[src/rtl/mem_arbiter_pkg.sv]
// Shared types for the fetch/data memory arbiter: FSM states, owner codes and
// a width helper for the latency and streak counters.
package mem_arbiter_pkg;

    typedef enum logic [1:0] {
        ST_IDLE = 2'd0,
        ST_WAIT = 2'd1,
        ST_DONE = 2'd2
    } state_t;

    typedef enum logic {
        OWN_I = 1'b0,
        OWN_D = 1'b1
    } owner_t;

    // Width needed to hold 0..v; never narrower than one bit.
    function automatic int cnt_width(input int v);
        return (v < 1) ? 1 : $clog2(v + 1);
    endfunction

endpackage

[src/rtl/mem_arbiter_if.sv]
// Bundles the fetch port, data port and memory bus of the arbiter.
// slave = arbiter view, master = processor/memory environment view.
interface mem_arbiter_if #(
    parameter int AW = 16,
    parameter int DW = 16
);
    logic          i_req;
    logic [AW-1:0] i_addr;
    logic          i_done;
    logic [DW-1:0] i_rdata;
    logic          d_req;
    logic          d_wr;
    logic [AW-1:0] d_addr;
    logic [DW-1:0] d_wdata;
    logic          d_done;
    logic [DW-1:0] d_rdata;
    logic          mem_en;
    logic          mem_wr;
    logic [AW-1:0] mem_addr;
    logic [DW-1:0] mem_wdata;
    logic [DW-1:0] mem_rdata;

    modport slave (
        input  i_req, i_addr, d_req, d_wr, d_addr, d_wdata, mem_rdata,
        output i_done, i_rdata, d_done, d_rdata, mem_en, mem_wr, mem_addr, mem_wdata
    );

    modport master (
        output i_req, i_addr, d_req, d_wr, d_addr, d_wdata, mem_rdata,
        input  i_done, i_rdata, d_done, d_rdata, mem_en, mem_wr, mem_addr, mem_wdata
    );
endinterface

[src/rtl/mem_arbiter_streak_cnt.sv]
// Saturating count of data grants made while a fetch is waiting; raises
// fetch priority once the count reaches MAX_STREAK.
module mem_arbiter_streak_cnt
    import mem_arbiter_pkg::*;
#(
    parameter int MAX_STREAK = 3
) (
    input  logic clk,
    input  logic rst,
    input  logic grant_i_i,
    input  logic grant_d_i,
    input  logic i_req_i,
    output logic fetch_pri_o
);
    localparam int SW = cnt_width(MAX_STREAK);
    localparam logic [SW-1:0] SAT = SW'(MAX_STREAK);

    logic [SW-1:0] streak_q, streak_d;

    always_comb begin
        streak_d = streak_q;
        if (grant_i_i) begin
            streak_d = '0;
        end else if (grant_d_i) begin
            if (!i_req_i)
                streak_d = '0;
            else if (streak_q != SAT)
                streak_d = streak_q + 1'b1;
        end
    end

    always_ff @(posedge clk or negedge rst) begin
        if (!rst) streak_q <= '0;
        else      streak_q <= streak_d;
    end

    assign fetch_pri_o = (streak_q == SAT);

endmodule

[src/rtl/mem_arbiter.sv]
// Arbitrates a single fixed-latency memory between the fetch and data ports:
// one transaction at a time, IDLE -> WAIT -> DONE, with a one-cycle done pulse.
module mem_arbiter
    import mem_arbiter_pkg::*;
#(
    parameter int MEM_LAT    = 2,
    parameter int MAX_STREAK = 3,
    parameter int AW         = 16,
    parameter int DW         = 16
) (
    input  logic          clk,
    input  logic          rst,
    mem_arbiter_if.slave  bus,
    output logic          busy,
    output logic          err
);
    localparam int   CNT_W   = cnt_width(MEM_LAT);
    localparam logic BAD_CFG = (MEM_LAT < 1) || (MAX_STREAK < 1);

    state_t         state_q;
    owner_t         owner_q;
    logic [CNT_W-1:0] cnt_q;
    logic           busy_q, err_q;
    logic           i_done_q, d_done_q;
    logic [DW-1:0]  i_rdata_q, d_rdata_q;
    logic           mem_en_q, mem_wr_q;
    logic [AW-1:0]  mem_addr_q;
    logic [DW-1:0]  mem_wdata_q;

    logic fetch_pri, grant_i, grant_d, owner_req;

    always_comb begin
        grant_i   = (state_q == ST_IDLE) && bus.i_req && (!bus.d_req || fetch_pri);
        grant_d   = (state_q == ST_IDLE) && bus.d_req && !grant_i;
        owner_req = (owner_q == OWN_D) ? bus.d_req : bus.i_req;
    end

    mem_arbiter_streak_cnt #(.MAX_STREAK(MAX_STREAK)) u_arb_streak_cnt (
        .clk         (clk),
        .rst         (rst),
        .grant_i_i   (grant_i),
        .grant_d_i   (grant_d),
        .i_req_i     (bus.i_req),
        .fetch_pri_o (fetch_pri)
    );

    always_ff @(posedge clk or negedge rst) begin
        if (!rst) begin
            state_q     <= ST_IDLE;
            owner_q     <= OWN_I;
            cnt_q       <= '0;
            busy_q      <= 1'b0;
            err_q       <= BAD_CFG;
            i_done_q    <= 1'b0;
            d_done_q    <= 1'b0;
            i_rdata_q   <= '0;
            d_rdata_q   <= '0;
            mem_en_q    <= 1'b0;
            mem_wr_q    <= 1'b0;
            mem_addr_q  <= '0;
            mem_wdata_q <= '0;
        end else begin
            mem_en_q <= 1'b0;
            i_done_q <= 1'b0;
            d_done_q <= 1'b0;
            case (state_q)
                ST_IDLE: begin
                    if (grant_i || grant_d) begin
                        owner_q     <= grant_d ? OWN_D : OWN_I;
                        mem_addr_q  <= grant_d ? bus.d_addr : bus.i_addr;
                        mem_wdata_q <= grant_d ? bus.d_wdata : '0;
                        mem_wr_q    <= grant_d && bus.d_wr;
                        mem_en_q    <= 1'b1;
                        cnt_q       <= CNT_W'(MEM_LAT);
                        busy_q      <= 1'b1;
                        state_q     <= ST_WAIT;
                    end
                end
                ST_WAIT: begin
                    if (!owner_req) err_q <= 1'b1;
                    if (cnt_q == '0) begin
                        if (owner_q == OWN_I) begin
                            i_rdata_q <= bus.mem_rdata;
                            i_done_q  <= 1'b1;
                        end else begin
                            if (!mem_wr_q) d_rdata_q <= bus.mem_rdata;
                            d_done_q <= 1'b1;
                        end
                        state_q <= ST_DONE;
                    end else begin
                        cnt_q <= cnt_q - 1'b1;
                    end
                end
                ST_DONE: begin
                    // Requests must stay up through the done cycle.
                    if (!owner_req) err_q <= 1'b1;
                    busy_q  <= 1'b0;
                    state_q <= ST_IDLE;
                end
                default: begin
                    busy_q  <= 1'b0;
                    state_q <= ST_IDLE;
                end
            endcase
        end
    end

    assign bus.i_done    = i_done_q;
    assign bus.i_rdata   = i_rdata_q;
    assign bus.d_done    = d_done_q;
    assign bus.d_rdata   = d_rdata_q;
    assign bus.mem_en    = mem_en_q;
    assign bus.mem_wr    = mem_wr_q;
    assign bus.mem_addr  = mem_addr_q;
    assign bus.mem_wdata = mem_wdata_q;
    assign busy          = busy_q;
    assign err           = err_q;

endmodule
[src/flat_wrapper.sv]
// flat-port wrapper written by rule: the top's interface ports become plain ports
module mem_arbiter_flat import mem_arbiter_pkg::*;
#(
    parameter int MEM_LAT    = 2,
    parameter int MAX_STREAK = 3,
    parameter int AW         = 16,
    parameter int DW         = 16
)
  (clk, rst, busy, err, bus_i_req, bus_i_addr, bus_d_req, bus_d_wr, bus_d_addr, bus_d_wdata, bus_mem_rdata, bus_i_done, bus_i_rdata, bus_d_done, bus_d_rdata, bus_mem_en, bus_mem_wr, bus_mem_addr, bus_mem_wdata);
  mem_arbiter_if #(.AW(AW), .DW(DW)) bus_i ();
  input  logic clk;
  input  logic rst;
  output logic busy;
  output logic err;
  input wire logic [$bits(bus_i.i_req)-1:0] bus_i_req;
  input wire logic [$bits(bus_i.i_addr)-1:0] bus_i_addr;
  input wire logic [$bits(bus_i.d_req)-1:0] bus_d_req;
  input wire logic [$bits(bus_i.d_wr)-1:0] bus_d_wr;
  input wire logic [$bits(bus_i.d_addr)-1:0] bus_d_addr;
  input wire logic [$bits(bus_i.d_wdata)-1:0] bus_d_wdata;
  input wire logic [$bits(bus_i.mem_rdata)-1:0] bus_mem_rdata;
  output wire logic [$bits(bus_i.i_done)-1:0] bus_i_done;
  output wire logic [$bits(bus_i.i_rdata)-1:0] bus_i_rdata;
  output wire logic [$bits(bus_i.d_done)-1:0] bus_d_done;
  output wire logic [$bits(bus_i.d_rdata)-1:0] bus_d_rdata;
  output wire logic [$bits(bus_i.mem_en)-1:0] bus_mem_en;
  output wire logic [$bits(bus_i.mem_wr)-1:0] bus_mem_wr;
  output wire logic [$bits(bus_i.mem_addr)-1:0] bus_mem_addr;
  output wire logic [$bits(bus_i.mem_wdata)-1:0] bus_mem_wdata;
  assign bus_i.i_req = bus_i_req;
  assign bus_i.i_addr = bus_i_addr;
  assign bus_i.d_req = bus_d_req;
  assign bus_i.d_wr = bus_d_wr;
  assign bus_i.d_addr = bus_d_addr;
  assign bus_i.d_wdata = bus_d_wdata;
  assign bus_i.mem_rdata = bus_mem_rdata;
  assign bus_i_done = bus_i.i_done;
  assign bus_i_rdata = bus_i.i_rdata;
  assign bus_d_done = bus_i.d_done;
  assign bus_d_rdata = bus_i.d_rdata;
  assign bus_mem_en = bus_i.mem_en;
  assign bus_mem_wr = bus_i.mem_wr;
  assign bus_mem_addr = bus_i.mem_addr;
  assign bus_mem_wdata = bus_i.mem_wdata;
  mem_arbiter #(.MEM_LAT(MEM_LAT), .MAX_STREAK(MAX_STREAK), .AW(AW), .DW(DW)) u_core (.clk(clk), .rst(rst), .bus(bus_i), .busy(busy), .err(err));
endmodule
[config.mk]
export PLATFORM = sky130hd
export DESIGN_NAME = mem_arbiter_flat
export DESIGN_NICKNAME = d
export VERILOG_FILES = /design/src/rtl/mem_arbiter_pkg.sv /design/src/rtl/mem_arbiter_if.sv /design/src/rtl/mem_arbiter_streak_cnt.sv /design/src/rtl/mem_arbiter.sv /design/src/flat_wrapper.sv
export SDC_FILE = /design/constraint.sdc
export NUM_CORES = 1
export LEC_CHECK = 0
export CAP_MARGIN = 5
export CORE_MARGIN = 2
export CORE_UTILIZATION = 38
export CTS_CLUSTER_SIZE = 28
export DETAILED_ROUTE_END_ITERATION = 16
export PLACE_DENSITY = 0.76
export SYNTH_ARGS = -nofsm -noshare
export SYNTH_HDL_FRONTEND = slang
export SYNTH_SLANG_ARGS = --single-unit
[constraint.sdc]
create_clock -name clk -period 1.7 [get_ports clk]
set_input_delay 0.34 -clock clk [delete_from_list [all_inputs] [get_ports clk]]
set_output_delay 0.34 -clock clk [all_outputs]
set_load 0.01 [all_outputs]
==> results.tsv <==
stage	metric	value	unit
synthesis	Synth Area in Simple Gates	0.0920	
timing	Peak Freq	620	MHz
timing	Layout Skew	0.00816	ns
global_routing	vias in the first global route	2577	
floorplanning	Die Y-Extent	95.9	um
power_and_ir_drop	PD cells	1760	nW/um^2
finish	# diodes	0	
power_and_ir_drop	Clk pwr share	0.171	
run_status	status	finished, final reports clean	
synthesis	post-synthesis xor/xnor area fraction	0	
power_and_ir_drop	Peak VDD IR	0.000943	V
global_routing	total track usage	0.170	
synthesis	synth unique cells	33	
finish	commonest non-fill, non-tap cell in the layout	clkdlybuf4s50_1	
critical_path	CP endpoint kind	output port	
global_routing	initial antenna violation count	0	
critical_path	Critical Path RT	1.36	ns
power_and_ir_drop	Logic pwr share	0.474	
timing	worst rel slew slack	0.713	
finish	commonest non-fill, non-tap cells in the layout	137 x clkdlybuf4s50_1, 77 x dfrtp_1, 23 x mux2_2	
critical_path	delay-heaviest family, CP	buffers and inverters	
route	first-iteration detailed-routing DRC count	59	
power_and_ir_drop	NetSw	2.76	mW
route	drt wl/cell	14.8	um
clock_network	post-CTS setup buffers	0	
route	via count	2524	
timing	Final Cycle Share	0.949	
critical_path	Data arrival, critical path	1.27	ns
power_and_ir_drop	static leakage	2.17	nW
synthesis	cell count after synthesis	253	
timing	Final Setup Violations	0	
placement	dpl cells	494	
finish	Nets	475	
critical_path	critical path peak fanout	2	
floorplanning	Initial Util	0.391	
route	Via density	4.94	
finish	Final Util	0.617	
floorplanning	num ports	139	
timing	Fin. Hold Viols	0	
synthesis	Cell Area, Synth	3210	um^2
critical_path	critical path class	register to output port	
global_routing	global route total overflow	0	
clock_network	CTS Buf Count	9	
synthesis	multiplexer share of the synthesized area	0.131	
flow_run	max cap viols	0	
critical_path	Buf/Inv on CP	1	
timing	Worst Tran Pin Value	0.430	ns
synthesis	largest family of logic cells by synthesized area	multiplexers	
route	Initial DRT Pass Iterations	4	
global_routing	pin count of the biggest net entering global routing	34	
critical_path	Crit-path slowest cell	clkdlybuf4s50_1	
placement	dpl hpwl	5.47	mm
finish	layout cell share with drive strength beyond 1	0.175	
floorplanning	Site Rows	33	
route	Post-DRT Antenna Nets	0	
synthesis	Adder-Cell Fraction of Synth Area	0.0195	
placement	DP Area	4830	um^2
route	DRT Wirelength	7.54	mm
floorplanning	Die Area	9200	um^2
timing	Slew Viols, Final	0	
power_and_ir_drop	Switching Share	0.309	
clock_network	Reg clk slew, reported paths	0.07	ns
placement	port buffer count	138	
critical_path	critical path's largest stage delay	0.57	ns
synthesis	flops & latches, synth	77	
global_routing	first-pass GRT wire length	12.1	mm
power_and_ir_drop	power share of the sequential group	0.355	
route	DRC viols	0	
clock_network	CTS tree	built	
synthesis	Ys Warns	0	
min_path	Hold WC Path Type	register to register	
floorplanning	core area	8220	um^2
critical_path	CP startpoint kind	register	
synthesis	Mean Syn Cell Area	12.7	um^2
timing	hold_ws	0.458	ns
clock_network	CTS root buf	clkbuf_8	
timing	RSZ-0062 raised after global routing	no	
placement	Final Wtd Congestion	0.697	
critical_path	worst path cell trace	clkdlybuf4s50_1	
finish	design area	5070	um^2
synthesis	post-synthesis sequential area ratio	0.600	
power_and_ir_drop	Int Pwr	6.17	mW
clock_network	CTS Buffer Depth	2	
synthesis	post-synthesis compound-gate area fraction	0.120	
clock_network	htree depth	3	
floorplanning	die width	95.9	um
finish	P&R area growth vs syn	58.0	%
finish	non-filler cells, final	511	
timing	minimum clock period	1.61	ns
clock_network	clk_lat worst skew	0.33	ns
clock_network	clock sink count	77	
synthesis	Synth Net Count	327	
registers in the layout, indices dropped and copies added (netlist names):
signal / flops
u_core.bus.mem_addr: 16
u_core.state_q: 2
u_core.bus.i_done: 1
u_core.cnt_q: 2
u_core.bus.mem_wdata: 16
u_core.bus.d_rdata: 16
u_core.owner_q: 1
u_core.err: 1
u_core.busy: 1
u_core.bus.i_rdata: 16
u_core.u_arb_streak_cnt.streak_q: 2
u_core.bus.d_done: 1
u_core.bus.mem_wr: 1
u_core.bus.mem_en: 1
path summary, 6_finish.rpt:
check | from | end | slack (ns) | depth (start not counted)
min in group asynchronous | rst | u_core.bus.i_rdata[3]$_DFFE_PN0P_ | 0.48 | 2
max in group asynchronous | rst | u_core.bus.mem_addr[14]$_DFFE_PN0P_ | 0.67 | 3
worst max register to register | u_core.cnt_q[0]$_DFFE_PN0P_ | u_core.bus.d_rdata[8]$_DFFE_PN0P_ | 0.11 | 6
worst max-delay path | u_core.busy$_DFFE_PN0P_ | busy | 0.09 | 1
worst min register to register | u_core.err$_DFFE_PN0P_ | u_core.err$_DFFE_PN0P_ | 0.46 | 1
worst min-delay path | u_core.err$_DFFE_PN0P_ | u_core.err$_DFFE_PN0P_ | 0.46 | 1
cell usage after synthesis, drive strengths merged:
cell / n / area share
dfrtp: 77 / 0.60
mux2: 33 / 0.13
nor2: 22 / 0.028
nand3: 18 / 0.028
o21ai: 18 / 0.028
a22o: 17 / 0.046
a31oi: 16 / 0.031
buf: 10 / 0.023
nand2: 7 / 0.0082
clkbuf: 6 / 0.0070
inv: 6 / 0.0070
ha: 5 / 0.019
a21o: 2 / 0.0047
a21oi: 2 / 0.0031
and2: 2 / 0.0039
nand3b: 2 / 0.0058
and2b: 1 / 0.0027
and3: 1 / 0.0035
clkinv: 1 / 0.0012
mux2i: 1 / 0.0031
nand2b: 1 / 0.0027
nand4b: 1 / 0.0027
nor3b: 1 / 0.0039
o221a: 1 / 0.0035
o221ai: 1 / 0.0027
or2b: 1 / 0.0023
power groups by stage:
| stage | clock network (mW) | registers (mW) | logic (mW) |
|---|---|---|---|
| 3_5_place_dp | 0 | 3.19 | 4.26 |
| 5_1_grt | 1.66 | 3.28 | 4.60 |
| 6_report | 1.52 | 3.17 | 4.23 |
| 4_1_cts | 1.58 | 3.17 | 4.28 |
| 2_1_floorplan | 0 | 3.51 | 1.62 |
| 3_3_place_gp | 0 | 3.18 | 4.14 |
layout make-up:
cell class | count | area, um^2
clock buffer | 13 | 159
multi-input combinational | 153 | 1170
clock inverter | 3 | 67.6
tap | 105 | 131
timing repair buffer | 153 | 1590
fill | 655 | 3150
inverter | 7 | 26.3
sequential | 77 | 1930
metal layers:
metal / share of wire / track usage / routed length, um / up-vias
met5: 0 / 0 / 0 / -
met1: 0.44 / 0.216 / 3350 / 1226
met4: 0.017 / 0.0667 / 127 / 0
met3: 0.063 / 0.0423 / 477 / 13
li1: - / - / - / 1194
met2: 0.48 / 0.281 / 3580 / 91
timing repair:
| item | 4_1_cts | 5_1_grt |
|---|---|---|
| hold buffers | 1 | 0 |
| gates resized for setup | 0 | 2 |
| hold endpoints to repair | 31 | 0 |
| setup endpoints to repair | 0 | 16 |
through the flow:
step                total power [mW]  worst slack (ns)  setup TNS, ns
floorplan                       5.13            0.0864              0
global placement                7.31            0.0140              0
detailed placement              7.46           -0.0578         -0.557
CTS                             9.03            0.0533              0
global route                    9.54           0.00673              0
finish                          8.92            0.0863              0
cells by family after synthesis:
| kind of cell | count (synthesis) |
|---|---|
| muxes | 34 |
| adders and majority gates | 5 |
| DFF | 77 |
| buffers and inverters | 23 |
| AOI/OAI and AO/OA | 57 |
| and+or+nand+nor | 57 |
(Power assumes the default switching activity.)
